$ cat config.mk
export PLATFORM = sky130hd
export DESIGN_NAME = snd_fade
export DESIGN_NICKNAME = d
export VERILOG_FILES = /design/src/rtl/snd_fade.sv
export SDC_FILE = /design/constraint.sdc
export NUM_CORES = 1
export LEC_CHECK = 0
export CAP_MARGIN = 20
export CELL_PAD_IN_SITES_DETAIL_PLACEMENT = 0
export CELL_PAD_IN_SITES_GLOBAL_PLACEMENT = 2
export CORE_MARGIN = 4
export CORE_UTILIZATION = 40
export DETAILED_ROUTE_END_ITERATION = 6
export PLACE_DENSITY_LB_ADDON = 0.25
export SLEW_MARGIN = 10
export SYNTH_ARGS = -nofsm -noshare
export SYNTH_HDL_FRONTEND = slang
export SYNTH_SLANG_ARGS = --single-unit
$ cat constraint.sdc
create_clock -name clk -period 6.35 [get_ports clk]
set_input_delay 1.905 -clock clk [delete_from_list [all_inputs] [get_ports clk]]
set_output_delay 1.905 -clock clk [all_outputs]
set_load 0.05 [all_outputs]
$ cat src/rtl/snd_fade.sv
// Click-free fade-in/fade-out envelope for a 1-bit sound stream.
// Intermediate levels are rendered by a first-order sigma-delta so the output stays 1 bit.
module snd_fade #(
  parameter int LEVEL_BITS = 8,
  parameter int RAMP_DIV   = 1024
) (
  input  logic                  clk,
  input  logic                  rst_n,
  input  logic                  snd_in,
  input  logic                  enable,
  output logic                  snd_out,
  output logic [LEVEL_BITS-1:0] level,
  output logic [1:0]            state
);

  localparam int PW = (RAMP_DIV > 1) ? $clog2(RAMP_DIV) : 1;
  localparam logic [PW-1:0]         PS_LAST  = PW'(RAMP_DIV - 1);
  localparam logic [LEVEL_BITS-1:0] LVL_MAX  = '1;
  localparam logic [LEVEL_BITS-1:0] LVL_NEAR = LVL_MAX - LEVEL_BITS'(1);
  localparam logic [LEVEL_BITS-1:0] LVL_ONE  = LEVEL_BITS'(1);

  typedef enum logic [1:0] {
    IDLE      = 2'd0,
    RAMP_UP   = 2'd1,
    ON        = 2'd2,
    RAMP_DOWN = 2'd3
  } state_t;

  state_t                state_q, state_d;
  logic [LEVEL_BITS-1:0] level_q, level_d;
  logic [LEVEL_BITS-1:0] acc_q, acc_d;
  logic [PW-1:0]         presc_q, presc_d;
  logic                  snd_out_q, snd_out_d;

  logic [LEVEL_BITS-1:0] sd_x;
  logic [LEVEL_BITS:0]   sd_sum;
  logic                  step;

  assign sd_x   = snd_in ? level_q : '0;
  assign sd_sum = {1'b0, acc_q} + {1'b0, sd_x};
  assign step   = (presc_q == PS_LAST);

  always_comb begin
    state_d   = state_q;
    level_d   = level_q;
    acc_d     = acc_q;
    presc_d   = presc_q;
    snd_out_d = 1'b0;
    case (state_q)
      IDLE: begin
        level_d = '0;
        acc_d   = '0;
        if (enable) begin
          state_d = RAMP_UP;
          presc_d = '0;
        end
      end
      ON: begin
        level_d   = LVL_MAX;
        acc_d     = '0;
        snd_out_d = snd_in;
        if (!enable) begin
          state_d = RAMP_DOWN;
          presc_d = '0;
        end
      end
      RAMP_UP, RAMP_DOWN: begin
        snd_out_d = sd_sum[LEVEL_BITS];
        acc_d     = sd_sum[LEVEL_BITS-1:0];
        // A direction change wins over a coincident step and keeps the level.
        if ((state_q == RAMP_UP) != enable) begin
          state_d = enable ? RAMP_UP : RAMP_DOWN;
          presc_d = '0;
        end else if (step) begin
          presc_d = '0;
          if (state_q == RAMP_UP) begin
            if (level_q >= LVL_NEAR) begin
              level_d = LVL_MAX;
              state_d = ON;
            end else begin
              level_d = level_q + LVL_ONE;
            end
          end else begin
            if (level_q <= LVL_ONE) begin
              level_d = '0;
              state_d = IDLE;
            end else begin
              level_d = level_q - LVL_ONE;
            end
          end
        end else begin
          presc_d = presc_q + PW'(1);
        end
      end
      default: begin
        state_d = IDLE;
      end
    endcase
  end

  always_ff @(posedge clk or negedge rst_n) begin
    if (!rst_n) begin
      state_q   <= IDLE;
      level_q   <= '0;
      acc_q     <= '0;
      presc_q   <= '0;
      snd_out_q <= 1'b0;
    end else begin
      state_q   <= state_d;
      level_q   <= level_d;
      acc_q     <= acc_d;
      presc_q   <= presc_d;
      snd_out_q <= snd_out_d;
    end
  end

  assign snd_out = snd_out_q;
  assign level   = level_q;
  assign state   = state_q;

endmodule

==> summary.md, run 1 <==
| Metric | Value |
|---|---|
| Iter 0 DRT Violations | 87 |
| Number of global-route vias before repair | 1767 |
| RSZ-0062 raised after global routing | false |
| # hold bufs at CTS | 0 |
| Crit path from | snd_in |
| CP peak stage delay | 0.52 ns |
| CP top delay family | compound AO/OA/AOI/OAI gates |
| Reg-to-Reg Start | state[0] |
| Slowest CP cell | clkdlybuf4s50_1 |
| Outcome | complete, no violations |
| Die area | 6660 µm² |
| Top post-synthesis cells by area | dfrtp_1, ha_1, nor2_1, xnor2_1, nand2_1 |
| Worst vdd ir | about 0.00027 V |
| Main synth FF type | dfrtp_1 |
| Routed vias/inst | roughly 5.5 |
| CP bufs+invs | 1 |
| CTS sink count | 29 |
| Die Y-Extent | roughly 82 µm |
| Initial antenna violation count | 0 |
| Rows | 26 |
| MaxCap Viol Count | 0 |
| Routed len/inst | 15.4 µm |
| Adder-cell share of the synthesized area | 0.125 |
| R2r setup slk | just under 3 ns |
| Initial DRT Pass Iterations | 5 |
| Largest net degree at the start of global routing | 30 |
| Area delta synth->final | 11.3% |
| Root Buffer Master | clkbuf_8 |
| Post-synthesis sequential area ratio | 0.335 |
| Post-synthesis register bit count | 29 |
| Slew headroom | 0.371 |
| First-pass GRT wire length | 8680 µm |
| Antenna cell count | 0 |
| Syn nets | 265 |
| Fin crit share | 0.652 |
| Area leader, netlist | dfrtp_1 |
| Clock skew | between 0.005 and 0.006 ns |
| CTS Buffer Depth | 2 |
| Post-CTS Resized | 0 |
| Crit path kind | primary input to flip-flop |
| Final ANT Viol Nets | 0 |
| Fraction of layout cells with a size suffix above 1 | 0.0840 |
| Final setup vio count | 0 |
| Pwr/cell area | ~530 nW/µm² |
| Total grt overflow | 0 |
| Ys async rst share | 1.00 |
| Largest family of logic cells by synthesized area | simple AND/OR/NAND/NOR gates |
| Layout Nets | around 280 |
| Final Wtd Congestion | 0.748 |
| Yosys top cell area share | 0.335 |
| Fin. Hold Viols | 0 |
| Top-Level Pins | 15 |
| Setup ws final | 2.21 ns |
| Worst-Skew Late Latency | between 0.2 and 0.3 ns |
| Die W | around 80 µm |
| Synthesized area per cell | 9.02 µm² |
| Core area | between 5000 and 6000 µm² |
| Crit path to | acc_q[6] |
| Synth warn | 0 |
| Worst path depth | 9 |
| Critical Path Source Type | primary input |
| Setup tns final | 0 ns |
| Clk slew on worst S/H paths | 0.06 ns |
| Xor and xnor fraction of the mapped netlist area | 0.0445 |
| Yosys cell types | 55 |
| CP max FO | 10 |
| Post-synthesis mux area share | 0.0214 |
| Detailed-route wire length | 4930 µm |
| Pre-CTS setup slack | between 1.5 and 2 ns |
| TritonCTS Buffers | 5 |
| Synth Area in Compound Gates | 0.202 |
| GRT Util Overall | 0.171 |
| WP data arrival | roughly 4.3 ns |
| EDFF count, synth | 0 |
| Critical-path cell list | clkdlybuf4s50_1, and2_1, ha_1, fa_1, a21o_1, a21oi_1, o21bai_1, mux2i_1, a2111oi_0 |
| Starting Density | 0.419 |
| Max Slew Vio Count | 0 |
| Port Buffer Count | 14 |
| Reg-to-reg endpoint | level[2] |
| Synthesized area | roughly 2200 µm² |
| Leakage | about 1.1 nW |
| # DRC | 0 |
| Post-Synth Simple-Gate Area | 0.218 |
| Worst Hold Depth | 1 |
| Least-Margin Pin Slew | 0.940 ns |
| CTS tree | built |
| Worst Setup End Kind | flip-flop |
| Dpl hpwl | roughly 3600 µm |
| Setup bufs post-CTS | 0 |
| Syn Inst Count | 240 |
| H-tree depth | 2 |
| Worst r2r path cells | 8 |
| Worst path required time | ~6.5 ns |
| Final min period | 4.14 ns |
| Max frequency | 241 MHz |
| Hold Crit Class | flip-flop to flip-flop |
| DR vias | about 1800 |
## synth_stat cells (all sizes together), types with 2 or more instances
master / instances
a211oi: 2
a21o: 3
a21oi: 12
a22o: 4
a311o: 2
a31oi: 3
a32o: 2
and2: 9
and3: 5
buf: 6
clkbuf: 6
dfrtp: 29
ha: 20
inv: 11
mux2: 2
mux2i: 2
nand2: 20
nand3: 9
nand4: 3
nor2: 23
nor2b: 3
nor3: 6
nor4: 2
o211ai: 2
o21ai: 12
o311ai: 4
o31ai: 5
or2: 4
or3: 2
or4: 2
xnor2: 9
xor2: 2
## area by class of cell
type                            count  area, µm²
Clock buffer                        7       86.3
Fill cell                         493       2760
Inverter                           11       41.3
Multi-Input combinational cell    188       1320
Sequential cell                    29        726
Tap cell                           70       87.6
Timing Repair Buffer               15        148
## cell usage in the layout (no fill, tap or decap), drive strengths merged, types with 2 or more instances in the layout
| cell type | count |
|---|---|
| or2 | 4 |
| and3 | 5 |
| dfrtp | 29 |
| a32o | 2 |
| clkdlybuf4s50 | 14 |
| o21ai | 12 |
| a21o | 3 |
| and2 | 9 |
| nor4 | 2 |
| or3 | 2 |
| nand3 | 9 |
| a211oi | 2 |
| ha | 20 |
| mux2 | 2 |
| a311o | 2 |
| a22o | 4 |
| o311ai | 4 |
| nor3 | 6 |
| o31ai | 5 |
| a21oi | 12 |
| o211ai | 2 |
| nand4 | 3 |
| nand2 | 20 |
| or4 | 2 |
| xnor2 | 9 |
| nor2 | 23 |
| nor2b | 3 |
| a31oi | 3 |
| mux2i | 2 |
| clkbuf | 7 |
| xor2 | 2 |
| inv | 11 |
## state kept, by name, indices dropped and copies added, names as in the netlist
name	cells
acc_q	8
snd_out	1
presc_q	10
state	2
level	8
## through the flow
step	instance area, µm²	total power [W]	hold WS [ns]	util	std cells
after CTS	2410	0.00129	0.515	0.466	320
after global routing	2410	0.00140	0.568	0.466	320
after detailed placement	2320	0.00113	0.504	0.449	313
final	2410	0.00127	0.505	0.466	320
after floorplan	2170	0.000945	0.464	-	240
after global placement	2320	0.00113	0.502	0.449	313
## worst min-delay path by stage
stage          startpoint          to  slack (ns)
2_1_floorplan  presc_q[8]  presc_q[8]        0.46
3_3_place_gp   presc_q[8]  presc_q[8]        0.50
3_5_place_dp   presc_q[8]  presc_q[8]        0.50
4_1_cts        presc_q[8]  presc_q[8]        0.52
5_1_grt        presc_q[8]  presc_q[8]        0.57
6_report       presc_q[8]  presc_q[8]        0.50
## power by group
part,total (W),internal (W),switching [W],leakage [nW]
Clock,0.000153,0.0000858,0.0000675,0.0443
Sequential,0.000359,0.000244,0.000115,0.379
Combinational,0.000761,0.000307,0.000453,0.633
## cells by family after synthesis
kind of cell             Yosys count
flip-flops                        29
buffers and inverters             23
adder cells (fa/ha/maj)           21
XOR/XNOR                          11
AND/OR/NAND/NOR                   91
AO/OA/AOI/OAI                     61
multiplexers                       4
## metal layers
layer	wire [µm]	part of all wire	up-vias	global-route usage
met5	0	0	-	0
met4	71	0.014	0	0.0548
met3	166	0.034	7	0.0362
met2	2200	0.45	23	0.262
met1	2490	0.50	844	0.240
li1	-	-	887	-
No activity file was read; power rests on OpenSTA's default activity.
==> inputs of run 2 (changes only) <==
--- a/config.mk
+++ b/config.mk
@@ -9,7 +9,7 @@
 export CELL_PAD_IN_SITES_DETAIL_PLACEMENT = 0
 export CELL_PAD_IN_SITES_GLOBAL_PLACEMENT = 2
 export CORE_MARGIN = 4
-export CORE_UTILIZATION = 40
+export CORE_UTILIZATION = 33
 export DETAILED_ROUTE_END_ITERATION = 6
 export PLACE_DENSITY_LB_ADDON = 0.25
 export SLEW_MARGIN = 10
==> constraint.sdc (replaced) <==
create_clock -name clk -period 3.35 [get_ports clk]
set_input_delay 1.005 -clock clk [delete_from_list [all_inputs] [get_ports clk]]
set_output_delay 1.005 -clock clk [all_outputs]
set_load 0.05 [all_outputs]
==> run 2 against run 1 <==
- total power up 110%
- worst hold slack improved by 0.013 ns
- clock-buffer cell count decreased by 2
- clock power increased to 2.8 times the previous value
- wire length increased by 5.2%
- via count is 0.11% lower
- die area rose by 19%
- first-iteration DRC count grew 20%
- combinational power rose by 110%
- largest cell class unchanged
==> summary.md, run 2 (synthesis gave the netlist of run 1 again) <==
| Metric | Value |
|---|---|
| Outcome | complete, no violations (unchanged) |
| CTS Buffer Depth | 2 (unchanged) |
| Crit path kind | primary input to flip-flop (unchanged) |
| Fraction of layout cells with a size suffix above 1 | 0.123 (was 0.0840) |
| Clock skew | 0.00607 ns (was 0.00503 ns) |
| WP data arrival | 3.18 ns (was 4.28 ns) |
| Total grt overflow | 0 (unchanged) |
| Global routing met2 resource utilization | 0.236 (was 0.262) |
| Least-Margin Pin Slew | 0.623 ns (was 0.940 ns) |
| Iter 0 DRT Violations | 104 (was 87) |
| Final Wtd Congestion | 0.738 (was 0.748) |
| Hold WS | 0.518 ns (was 0.505 ns) |
| Slew headroom | 0.583 (was 0.371) |
| GRT met3 Usage | 0.0304 (was 0.0362) |
| Sequential cell area | 726 µm² (unchanged) |
| CTS sink count | 29 (unchanged) |
| Pwr/cell area | 1050 nW/µm² (was 528 nW/µm²) |
| CTS tree | built (unchanged) |
| TritonCTS Buffers | 5 (unchanged) |
| Starting Density | 0.341 (was 0.419) |
| H-tree depth | 2 (unchanged) |
| Routed len/inst | 15.4 µm (about the same) |
| Final setup vio count | 0 (unchanged) |
| Routed vias/inst | 5.22 (was 5.50) |
| Setup tns final | 0 ns (unchanged) |
| Die area | 7920 µm² (was 6660 µm²) |
| Die Y-Extent | 89.0 µm (was 81.6 µm) |
| Hold Crit Class | flip-flop to flip-flop (unchanged) |
| Max Slew Vio Count | 0 (unchanged) |
| Multi-input logic area | 1320 µm² (unchanged) |
| # DRC | 0 (unchanged) |
| # fillers | 621 (was 493) |
| Final min period | between 3 and 4 ns |
| Largest register FFs | 10 (unchanged) |
| GRT Util Overall | 0.147 (was 0.171) |
| Largest net degree at the start of global routing | 30 (unchanged) |
| Final ANT Viol Nets | 0 (unchanged) |
| Commonest cells after routing, fill and taps aside | dfrtp_1, nor2_1, ha_1 (unchanged) |
| M1 GR Usage | 0.202 (was 0.240) |
| Die W | 89.0 µm (was 81.6 µm) |
| Worst-Skew Late Latency | 0.28 ns (about the same) |
| Initial DRT Pass Iterations | 4 (was 5) |
| Leakage | 1.12 nW (was 1.06 nW) |
| CP max FO | 9 (was 10) |
| Rows | 29 (was 26) |
| MaxCap Viol Count | 0 (unchanged) |
| Initial antenna violation count | 0 (unchanged) |
| Dpl hpwl | 3750 µm (was 3560 µm) |
| RSZ-0062 raised after global routing | false (unchanged) |
| Worst Setup End Kind | flip-flop (unchanged) |
| Clk slew on worst S/H paths | 0.07 ns (was 0.06 ns) |
| Worst path required time | 3.50 ns (was 6.49 ns) |
| First-pass GRT wire length | 8870 µm (was 8680 µm) |
| Worst vdd ir | 0.000406 V (was 0.000272 V) |
| Largest reg by FF count | presc_q (unchanged) |
| Detailed-route wire length | 5190 µm (was 4930 µm) |
| Most used routing layer in global routing | met2 (unchanged) |
| Most common cell after layout, fill and taps aside | dfrtp_1 (unchanged) |
| Fin crit share | 0.904 |
| Root Buffer Master | clkbuf_8 (unchanged) |
| # hold bufs at CTS | 0 (unchanged) |
| Post-CTS Resized | 0 (unchanged) |
| Final Util | 0.399 (was 0.466) |
| Top-Level Pins | 15 (unchanged) |
| Setup bufs post-CTS | 0 (unchanged) |
| Antenna cell count | 0 (unchanged) |
| Port Buffer Count | 14 (unchanged) |
| Core area | 6350 µm² (was 5170 µm²) |
| DR vias | 1759 (was 1761) |
| Max frequency | approximately 330 MHz |
| Layout Nets | 284 (was 275) |
| Area delta synth->final | 17.0% (was 11.3%) |
| Number of global-route vias before repair | 1726 (was 1767) |
| Critical Path Source Type | primary input (unchanged) |
| Fin. Hold Viols | 0 (unchanged) |
-- run 2: cell count changes in the layout (fill, tap and decap cells not counted) --
| cell | previous run | this run |
|---|---|---|
| bufinv_16 | 0 | 2 |
| clkbuf_1 | 1 | 0 |
| clkbuf_8 | 6 | 5 |
| buf_4 | 1 | 10 |
| clkinv_2 | 0 | 1 |
-- run 2: per-stage QoR --
step / power (W) / setup slack, ns / area, µm² / std cells
finish: 0.00266 / 0.320 / 2530 / 337
global route: 0.00289 / 0.0347 / 2530 / 337
CTS: 0.00269 / 0.310 / 2530 / 337
detailed placement: 0.00224 / 0.0221 / 2400 / 329
global placement: 0.00226 / 0.0889 / 2400 / 329
floorplan: 0.00179 / 0.619 / 2170 / 240
-- run 2: path summary, 6_finish.rpt --
check,startpoint,slack [ns],to,cells after the start
worst max-delay path,snd_in,0.32,acc_q[6],9
worst min-delay path,presc_q[8],0.52,presc_q[8],1
worst max register to register,state[1],0.89,level[2],9
worst min register to register,presc_q[8],0.52,presc_q[8],1
max in group asynchronous,rst_n,1.95,presc_q[9],2
min in group asynchronous,rst_n,1.12,acc_q[1],2
-- run 2: report_power, final --
group / switching, W / leakage, nW / total (W) / internal (W)
combinational: 0.000967 / 0.677 / 0.00162 / 0.000656
sequential: 0.000141 / 0.379 / 0.000604 / 0.000464
clock: 0.000140 / 0.0681 / 0.000435 / 0.000295
total: 0.00125 / 1.12 / 0.00266 / 0.00141
-- run 2: worst max-delay path, cell delays in order --
cell             delay (ns)
clkdlybuf4s50_1        0.42
buf_4                  0.17
and2_1                 0.18
fa_1                   0.43
a21o_1                 0.17
a21oi_1                0.21
o21bai_1               0.13
mux2i_1                0.13
a2111oi_0              0.33
-- run 2: cell type report --
class                           instances  area share
Timing Repair Buffer                   24      0.0849
Clock inverter                          3      0.0257
Sequential cell                        29       0.286
Tap cell                               77      0.0380
Inverter                               11      0.0163
Multi-Input combinational cell        188       0.522
Clock buffer                            5      0.0271
-- run 2: routing by layer --
metal / up-vias / wire, µm
met5: - / 0
met4: 0 / 47
met3: 4 / 149
met2: 18 / 2450
met1: 832 / 2540
li1: 905 / -
